==> config.mk <==
export PLATFORM = sky130hd
export DESIGN_NAME = gelu_vec_serializer_flat
export DESIGN_NICKNAME = d
export VERILOG_FILES = /design/src/rtl/gelu_vec_serializer_pkg.sv /design/src/rtl/gelu_vec_serializer_if.sv /design/src/rtl/nnlut_vec_fifo.sv /design/src/rtl/gelu_vec_serializer.sv /design/src/flat_wrapper.sv
export SDC_FILE = /design/constraint.sdc
export NUM_CORES = 2
export LEC_CHECK = 0
export CAP_MARGIN = 15
export CORE_MARGIN = 8
export CORE_UTILIZATION = 52
export CTS_CLUSTER_DIAMETER = 60
export CTS_CLUSTER_SIZE = 12
export DETAILED_ROUTE_END_ITERATION = 10
export PLACE_DENSITY = 0.76
export SYNTH_ARGS = -nofsm -noshare
export SYNTH_HDL_FRONTEND = slang
export SYNTH_SLANG_ARGS = --single-unit
export TNS_END_PERCENT = 5
==> constraint.sdc <==
create_clock -name clk_p -period 13.6 [get_ports clk_p]
set_input_delay 2.72 -clock clk_p [delete_from_list [all_inputs] [get_ports clk_p]]
set_output_delay 2.72 -clock clk_p [all_outputs]
set_load 0.01 [all_outputs]
==> src/rtl/gelu_vec_serializer_pkg.sv <==
// Shared constants and types for the GELU vector serializer.
// Lane geometry matches the NN-LUT GELU stage that feeds this block.
package gelu_vec_serializer_pkg;

  localparam int DIMENTION  = 64;  // lanes per GELU vector
  localparam int DATA_WIDTH = 8;   // bits per lane, signed, passed through untouched
  localparam int CHUNK      = 16;  // lanes per output beat
  localparam int FIFO_DEPTH = 4;   // vectors buffered (power of 2, >= 2)

  localparam int BEATS   = DIMENTION / CHUNK;
  localparam int VEC_W   = DIMENTION * DATA_WIDTH;
  localparam int CHUNK_W = CHUNK * DATA_WIDTH;
  localparam int BEAT_W  = $clog2(BEATS);
  localparam int LEVEL_W = $clog2(FIFO_DEPTH) + 1;

  typedef logic [VEC_W-1:0]   vec_t;
  typedef logic [CHUNK_W-1:0] chunk_t;

  // Output FSM: idle, or streaming the beats of the FIFO head.
  typedef enum logic {
    ST_IDLE   = 1'b0,
    ST_STREAM = 1'b1
  } state_t;

endpackage

==> src/rtl/gelu_vec_serializer_if.sv <==
// Vector input and beat output bundle of the GELU vector serializer.
//
// Handshakes:
//  - Input side: gelu_valid_n low means gelu_in holds one vector this cycle.
//    There is no backpressure; a vector that cannot be stored is dropped.
//  - Output side: a beat transfers on a rising edge where out_valid && out_ready.
//    Once out_valid is high it stays high, and out_data/out_last/out_beat_idx
//    stay constant, until that transfer happens (reset excepted).
interface gelu_vec_serializer_if;
  import gelu_vec_serializer_pkg::*;

  logic [VEC_W-1:0]   gelu_in;
  logic               gelu_valid_n;
  logic [CHUNK_W-1:0] out_data;
  logic               out_valid;
  logic               out_ready;
  logic               out_last;
  logic [BEAT_W-1:0]  out_beat_idx;

  // Serializer side
  modport master (
    input  gelu_in, gelu_valid_n, out_ready,
    output out_data, out_valid, out_last, out_beat_idx
  );

  // Environment side: GELU producer plus downstream consumer
  modport slave (
    output gelu_in, gelu_valid_n, out_ready,
    input  out_data, out_valid, out_last, out_beat_idx
  );

endinterface

==> src/rtl/nnlut_vec_fifo.sv <==
// Synchronous vector FIFO with registered storage.
// The head entry is always visible on dout; push and pop may share an edge.
// The caller must not push when full without popping, nor pop when empty.
module nnlut_vec_fifo #(
  parameter int WIDTH = 512,
  parameter int DEPTH = 4
) (
  input  logic                       clk_p,
  input  logic                       rst_n,
  input  logic                       push,
  input  logic [WIDTH-1:0]           din,
  input  logic                       pop,
  output logic [WIDTH-1:0]           dout,
  output logic [$clog2(DEPTH):0]     level,
  output logic                       full,
  output logic                       empty
);

  localparam int PTR_W = $clog2(DEPTH);
  localparam int LVL_W = $clog2(DEPTH) + 1;

  logic [WIDTH-1:0] mem [DEPTH];
  logic [PTR_W-1:0] wr_ptr;
  logic [PTR_W-1:0] rd_ptr;

  // Storage is data only; validity is tracked by the pointers and level.
  always_ff @(posedge clk_p) begin
    if (push) mem[wr_ptr] <= din;
  end

  // Pointers wrap naturally since DEPTH is a power of 2.
  always_ff @(posedge clk_p or negedge rst_n) begin
    if (!rst_n) begin
      wr_ptr <= '0;
      rd_ptr <= '0;
      level  <= '0;
    end else begin
      if (push) wr_ptr <= wr_ptr + 1'b1;
      if (pop)  rd_ptr <= rd_ptr + 1'b1;
      case ({push, pop})
        2'b10:   level <= level + 1'b1;
        2'b01:   level <= level - 1'b1;
        default: level <= level;
      endcase
    end
  end

  assign dout  = mem[rd_ptr];
  assign full  = (level == LVL_W'(DEPTH));
  assign empty = (level == '0);

endmodule

==> src/rtl/gelu_vec_serializer.sv <==
// Captures GELU result vectors into a small FIFO and streams each one out as
// BEATS chunk beats over valid/ready. Lane 0 sits in the MSBs of both the
// input vector and the first beat; lane data is passed through bit-exact.
module gelu_vec_serializer
  import gelu_vec_serializer_pkg::*;
(
  input  logic                clk_p,
  input  logic                rst_n,
  gelu_vec_serializer_if.master bus,
  input  logic                clr_overflow,
  output logic [LEVEL_W-1:0]  fifo_level,
  output logic                overflow,
  output state_t              state_dbg
);

  state_t            state_q, state_d;
  logic [BEAT_W-1:0] beat_q, beat_d;
  vec_t              head;
  chunk_t            chunk;
  logic              fifo_full;
  logic              fifo_empty;
  logic              wr_req;
  logic              last_beat;
  logic              pop;
  logic              push;

  assign wr_req    = !bus.gelu_valid_n;
  assign last_beat = (beat_q == BEAT_W'(BEATS - 1));
  // The head leaves the FIFO only when its final beat is accepted.
  assign pop       = (state_q == ST_STREAM) && bus.out_ready && last_beat;
  // A full FIFO still accepts when the head pops on the same edge.
  assign push      = wr_req && (!fifo_full || pop);
  assign state_dbg = state_q;

  nnlut_vec_fifo #(
    .WIDTH (VEC_W),
    .DEPTH (FIFO_DEPTH)
  ) u_fifo (
    .clk_p (clk_p),
    .rst_n (rst_n),
    .push  (push),
    .din   (bus.gelu_in),
    .pop   (pop),
    .dout  (head),
    .level (fifo_level),
    .full  (fifo_full),
    .empty (fifo_empty)
  );

  // Chunk mux: beat b carries lanes b*CHUNK .. b*CHUNK+CHUNK-1, first lane in MSBs.
  always_comb begin
    chunk = '0;
    for (int b = 0; b < BEATS; b++) begin
      if (beat_q == BEAT_W'(b)) chunk = head[VEC_W-1-b*CHUNK_W -: CHUNK_W];
    end
  end

  // FSM state and beat counter registers.
  always_ff @(posedge clk_p or negedge rst_n) begin
    if (!rst_n) begin
      state_q <= ST_IDLE;
      beat_q  <= '0;
    end else begin
      state_q <= state_d;
      beat_q  <= beat_d;
    end
  end

  // Next-state and beat outputs; outputs are decoded from registered state only.
  always_comb begin
    state_d          = state_q;
    beat_d           = beat_q;
    bus.out_valid    = 1'b0;
    bus.out_data     = '0;
    bus.out_last     = 1'b0;
    bus.out_beat_idx = beat_q;
    case (state_q)
      ST_IDLE: begin
        if (!fifo_empty) begin
          state_d = ST_STREAM;
          beat_d  = '0;
        end
      end
      ST_STREAM: begin
        bus.out_valid = 1'b1;
        bus.out_data  = chunk;
        bus.out_last  = last_beat;
        if (bus.out_ready) begin
          if (last_beat) begin
            beat_d = '0;
            // Continue without a bubble if another vector is (or is becoming) the head.
            if (fifo_level > LEVEL_W'(1) || push) state_d = ST_STREAM;
            else                                  state_d = ST_IDLE;
          end else begin
            beat_d = beat_q + 1'b1;
          end
        end
      end
      default: begin
        state_d = ST_IDLE;
        beat_d  = '0;
      end
    endcase
  end

  // Sticky drop flag; a drop on the same edge as a clear wins.
  always_ff @(posedge clk_p or negedge rst_n) begin
    if (!rst_n)                overflow <= 1'b0;
    else if (wr_req && !push)  overflow <= 1'b1;
    else if (clr_overflow)     overflow <= 1'b0;
  end

endmodule

==> src/flat_wrapper.sv <==
// flat-port wrapper written by rule: the top's interface ports become plain ports
module gelu_vec_serializer_flat import gelu_vec_serializer_pkg::*;
  (clk_p, rst_n, clr_overflow, fifo_level, overflow, state_dbg, bus_gelu_in, bus_gelu_valid_n, bus_out_ready, bus_out_data, bus_out_valid, bus_out_last, bus_out_beat_idx);
  gelu_vec_serializer_if bus_i ();
  input  logic clk_p;
  input  logic rst_n;
  input  logic clr_overflow;
  output logic [LEVEL_W-1:0] fifo_level;
  output logic overflow;
  output state_t state_dbg;
  input wire logic [$bits(bus_i.gelu_in)-1:0] bus_gelu_in;
  input wire logic [$bits(bus_i.gelu_valid_n)-1:0] bus_gelu_valid_n;
  input wire logic [$bits(bus_i.out_ready)-1:0] bus_out_ready;
  output wire logic [$bits(bus_i.out_data)-1:0] bus_out_data;
  output wire logic [$bits(bus_i.out_valid)-1:0] bus_out_valid;
  output wire logic [$bits(bus_i.out_last)-1:0] bus_out_last;
  output wire logic [$bits(bus_i.out_beat_idx)-1:0] bus_out_beat_idx;
  assign bus_i.gelu_in = bus_gelu_in;
  assign bus_i.gelu_valid_n = bus_gelu_valid_n;
  assign bus_i.out_ready = bus_out_ready;
  assign bus_out_data = bus_i.out_data;
  assign bus_out_valid = bus_i.out_valid;
  assign bus_out_last = bus_i.out_last;
  assign bus_out_beat_idx = bus_i.out_beat_idx;
  gelu_vec_serializer u_core (.clk_p(clk_p), .rst_n(rst_n), .bus(bus_i), .clr_overflow(clr_overflow), .fifo_level(fifo_level), .overflow(overflow), .state_dbg(state_dbg));
endmodule
==> out/qor.txt <==
nets in the synthesized netlist - 4707
library cell used as clock root buffer - sky130_fd_sc_hd__clkbuf_16
Skew-Pair Late Insertion Delay - 0.81 ns
Min-Delay Endpoint - u_core.overflow$_DFFE_PN0P_
transition time at the pin with the least slew margin - 1.18 ns
clock tree from TritonCTS - yes
period utilisation layout - 64.2%
unrepaired setup endpoints after global routing - false
ratio of routed vias to standard cells - 6.03
crit path launch type - flip-flop
warning count from the yosys run - 0
total routing resource utilization after global routing - 23.3%
number of buffers added by the clock tree synthesis step - 197
number of H-tree levels - 4
max-cap check violation count - 0
Clock Sinks - 2059
first-pass GRT wire length - 284000 um
Lkg Pwr - 31.1 nW
combined area of all synthesized cells - 79300 sq um
post-CTS setup buffer count - 0
clock-pin transition on the worst setup and hold timing paths - 0.06 ns
number of cell instances on the worst register-to-register path - 7
setup slack, reg-to-reg - 7.56 ns
crit-path max FO - 67
area inside the core boundary - 152000 sq um
top cell type's share of synthesized area - 77.5%
Worst Path Required - 10.88 ns
placer's final routability congestion estimate - 0.788
crit path capture type - output port
Fmax achieved - 115 MHz
number of antenna violations at the first check in global routing - 88
count of vias placed by the detailed router - 41900
reg2reg start - u_core.bus.out_beat_idx[1]$_DFFE_PN0P_
clock tree skew after final layout - 0.0326 ns
sequential cell area fraction in the yosys report - 77.9%
I/O Buffers - 653
worst hold-check path type - reg -> reg
Initial DRC Count - 4093
final standard cell utilization of the core - 61.4%
register bit count reported by yosys - 2059
number of primary I/O pins - 654
layout net count - 5357
mean cell area of the mapped netlist - 19.0 sq um
area delta synth->final - 17.4%
post-synthesis instance total - 4178
cell accounting for the most synthesized area - sky130_fd_sc_hd__edfxtp_1
fin crit period - 8.73 ns
share of final-layout standard cells stronger than drive strength 1 - 8.62%
number of hold buffers added after CTS - 0
top post-synthesis cells by count - sky130_fd_sc_hd__edfxtp_1, sky130_fd_sc_hd__mux2i_1, sky130_fd_sc_hd__o22ai_1, sky130_fd_sc_hd__a21oi_1, sky130_fd_sc_hd__nor2_1
number of max-slew violations in the final report - 0
Area after DPL - 87700 sq um
Final Hold Slack - 0.544 ns
number of buffers between clock root and the deepest sink - 3
cell depth of the worst min-delay path - 2
Starting Density - 52.3%
Detail Placement HPWL - 119000 um
# setup viols final - 0
number of nets with antenna violations after routing - 0
count of instances resized after the clock tree is built - 0
number of distinct library cell variants in the gate-level netlist after synthesis - 36
run status - complete, no violations
total count of hold-check failures in the final report - 0
number of enable flip-flop cells after synthesis - 2048
most common cell in the synthesized netlist - sky130_fd_sc_hd__edfxtp_1
peak ir drop on the vdd network - 189 uV
DRC errors left - 0
WS Path Type - reg -> out
async set-or-reset flop fraction in the synthesized netlist - 0.534%
via count of the first global-routing pass - 41900
Die Ht - 407 um
first-pass iteration count of the detailed router - 7
max_slew headroom - 21.2%
routed wire length - 199000 um
endpoint of the most critical register-to-register path - u_core.u_fifo.mem[2][325]$_DFFE_PP_
largest net degree at the start of global routing - 153
die area - 165000 sq um
total grt overflow - 0
total power per unit cell area - 217 nW/um^2
# rows - 143
prevailing post-synth register cell - sky130_fd_sc_hd__edfxtp_1
horizontal die dimension - 407 um
wire length per cell after detailed routing - 28.7 um
top post-synthesis cells by area - sky130_fd_sc_hd__edfxtp_1, sky130_fd_sc_hd__mux2i_1, sky130_fd_sc_hd__mux4_2
design area - 93100 sq um
hold wc startpoint - u_core.overflow$_DFFE_PN0P_
data arrival time at the worst-slack endpoint - 6.01 ns
## sequential cells by signal, indices dropped and copies added, names as in the netlist
signal / cells
u_core.overflow: 1
u_core.u_fifo.wr_ptr: 2
u_core.bus.out_beat_idx: 2
u_core.u_fifo.mem: 2048
u_core.state_dbg: 1
u_core.u_fifo.level: 3
u_core.u_fifo.rd_ptr: 2
## layout by cell type (no fill, tap or decap), drive strengths merged, types with 56 or more instances in the layout
master,n
clkdlybuf4s50,653
mux2i,768
buf,56
edfxtp,2048
o21ai,131
clkbuf,217
o22ai,384
mux4,128
nor2,131
o21bai,128
a21oi,133
## cell type report
class | count | area [sq um]
inverters | 10 | 42.5
fillers | 10700 | 58600
diodes | 53 | 133
repair buffers | 709 | 7120
well taps | 2030 | 2540
flip-flops and latches | 2059 | 61800
multi-input cells | 1851 | 16200
clock buffers | 217 | 5050
clock inverters | 26 | 262
## worst max-delay path, cell delays in order, from the launching register on
cell and delay [ns]:
sky130_fd_sc_hd__dfrtp_4 0.70, sky130_fd_sc_hd__buf_4 0.75, sky130_fd_sc_hd__buf_4 0.99, sky130_fd_sc_hd__buf_4 0.86, sky130_fd_sc_hd__mux2i_1 0.16, sky130_fd_sc_hd__o22ai_1 0.19
sky130_fd_sc_hd__o21bai_1 0.13, sky130_fd_sc_hd__a21oi_1 0.51, sky130_fd_sc_hd__clkdlybuf4s50_1 0.76
## per-stage QoR
step / total power [mW] / setup TNS [ns] / worst slack, ns / instances
2_1_floorplan: 13.4 / -3376.73 / -2.20 / 4178
3_3_place_gp: 15.5 / 0 / 5.67 / 6659
3_5_place_dp: 15.6 / 0 / 5.61 / 6659
4_1_cts: 20.3 / 0 / 4.72 / 6902
5_1_grt: 21.0 / 0 / 4.55 / 6921
6_report: 20.2 / 0 / 4.87 / 6955
## power breakdown
group | total [mW] | leakage [nW] | internal, mW | switching, mW
logic | 6.79 | 9.70 | 2.77 | 4.01
registers | 8.63 | 18.8 | 8.33 | 0.300
clock network | 4.78 | 2.60 | 2.61 | 2.17
total | 20.2 | 31.1 | 13.7 | 6.48
## cell families (layout without fill, tap and decap cells)
kind of cell	Yosys count	after routing	synth area share [%]
buffers and inverters	268	962	1.79
adder cells (fa/ha/maj)	12	12	0.189
multiplexers	896	896	13.3
AND/OR/NAND/NOR	154	154	0.776
flip-flops	2059	2059	77.9
AO/OA/AOI/OAI	785	785	6.00
other	0	53	0
XOR/XNOR	4	4	0.0442
## worst max path at each step
stage                                        startpoint                                 to  slack (ns)  cells past startpoint
floorplan                                 bus_out_ready  u_core.u_fifo.mem[0][0]$_DFFE_PP_       -2.20                      3
global placement    u_core.u_fifo.rd_ptr[1]$_DFFE_PN0P_                  bus_out_data[106]        5.67                      8
detailed placement  u_core.u_fifo.rd_ptr[1]$_DFFE_PN0P_                  bus_out_data[106]        5.61                      8
CTS                 u_core.u_fifo.rd_ptr[1]$_DFFE_PN0P_                  bus_out_data[106]        4.72                      8
global route        u_core.u_fifo.rd_ptr[1]$_DFFE_PN0P_                  bus_out_data[106]        4.55                      8
finish              u_core.u_fifo.rd_ptr[1]$_DFFE_PN0P_                  bus_out_data[106]        4.87                      8
## metal layers
metal | up-vias | GRT usage (%) | share of wire (%)
met5 | - | 0 | 0.20
met4 | 58 | 6.07 | 2.2
met3 | 339 | 7.08 | 9.7
met2 | 1713 | 37.4 | 48
met1 | 21600 | 31.3 | 40
li1 | 18200 | - | -
No activity file was read; power rests on OpenSTA's default activity.
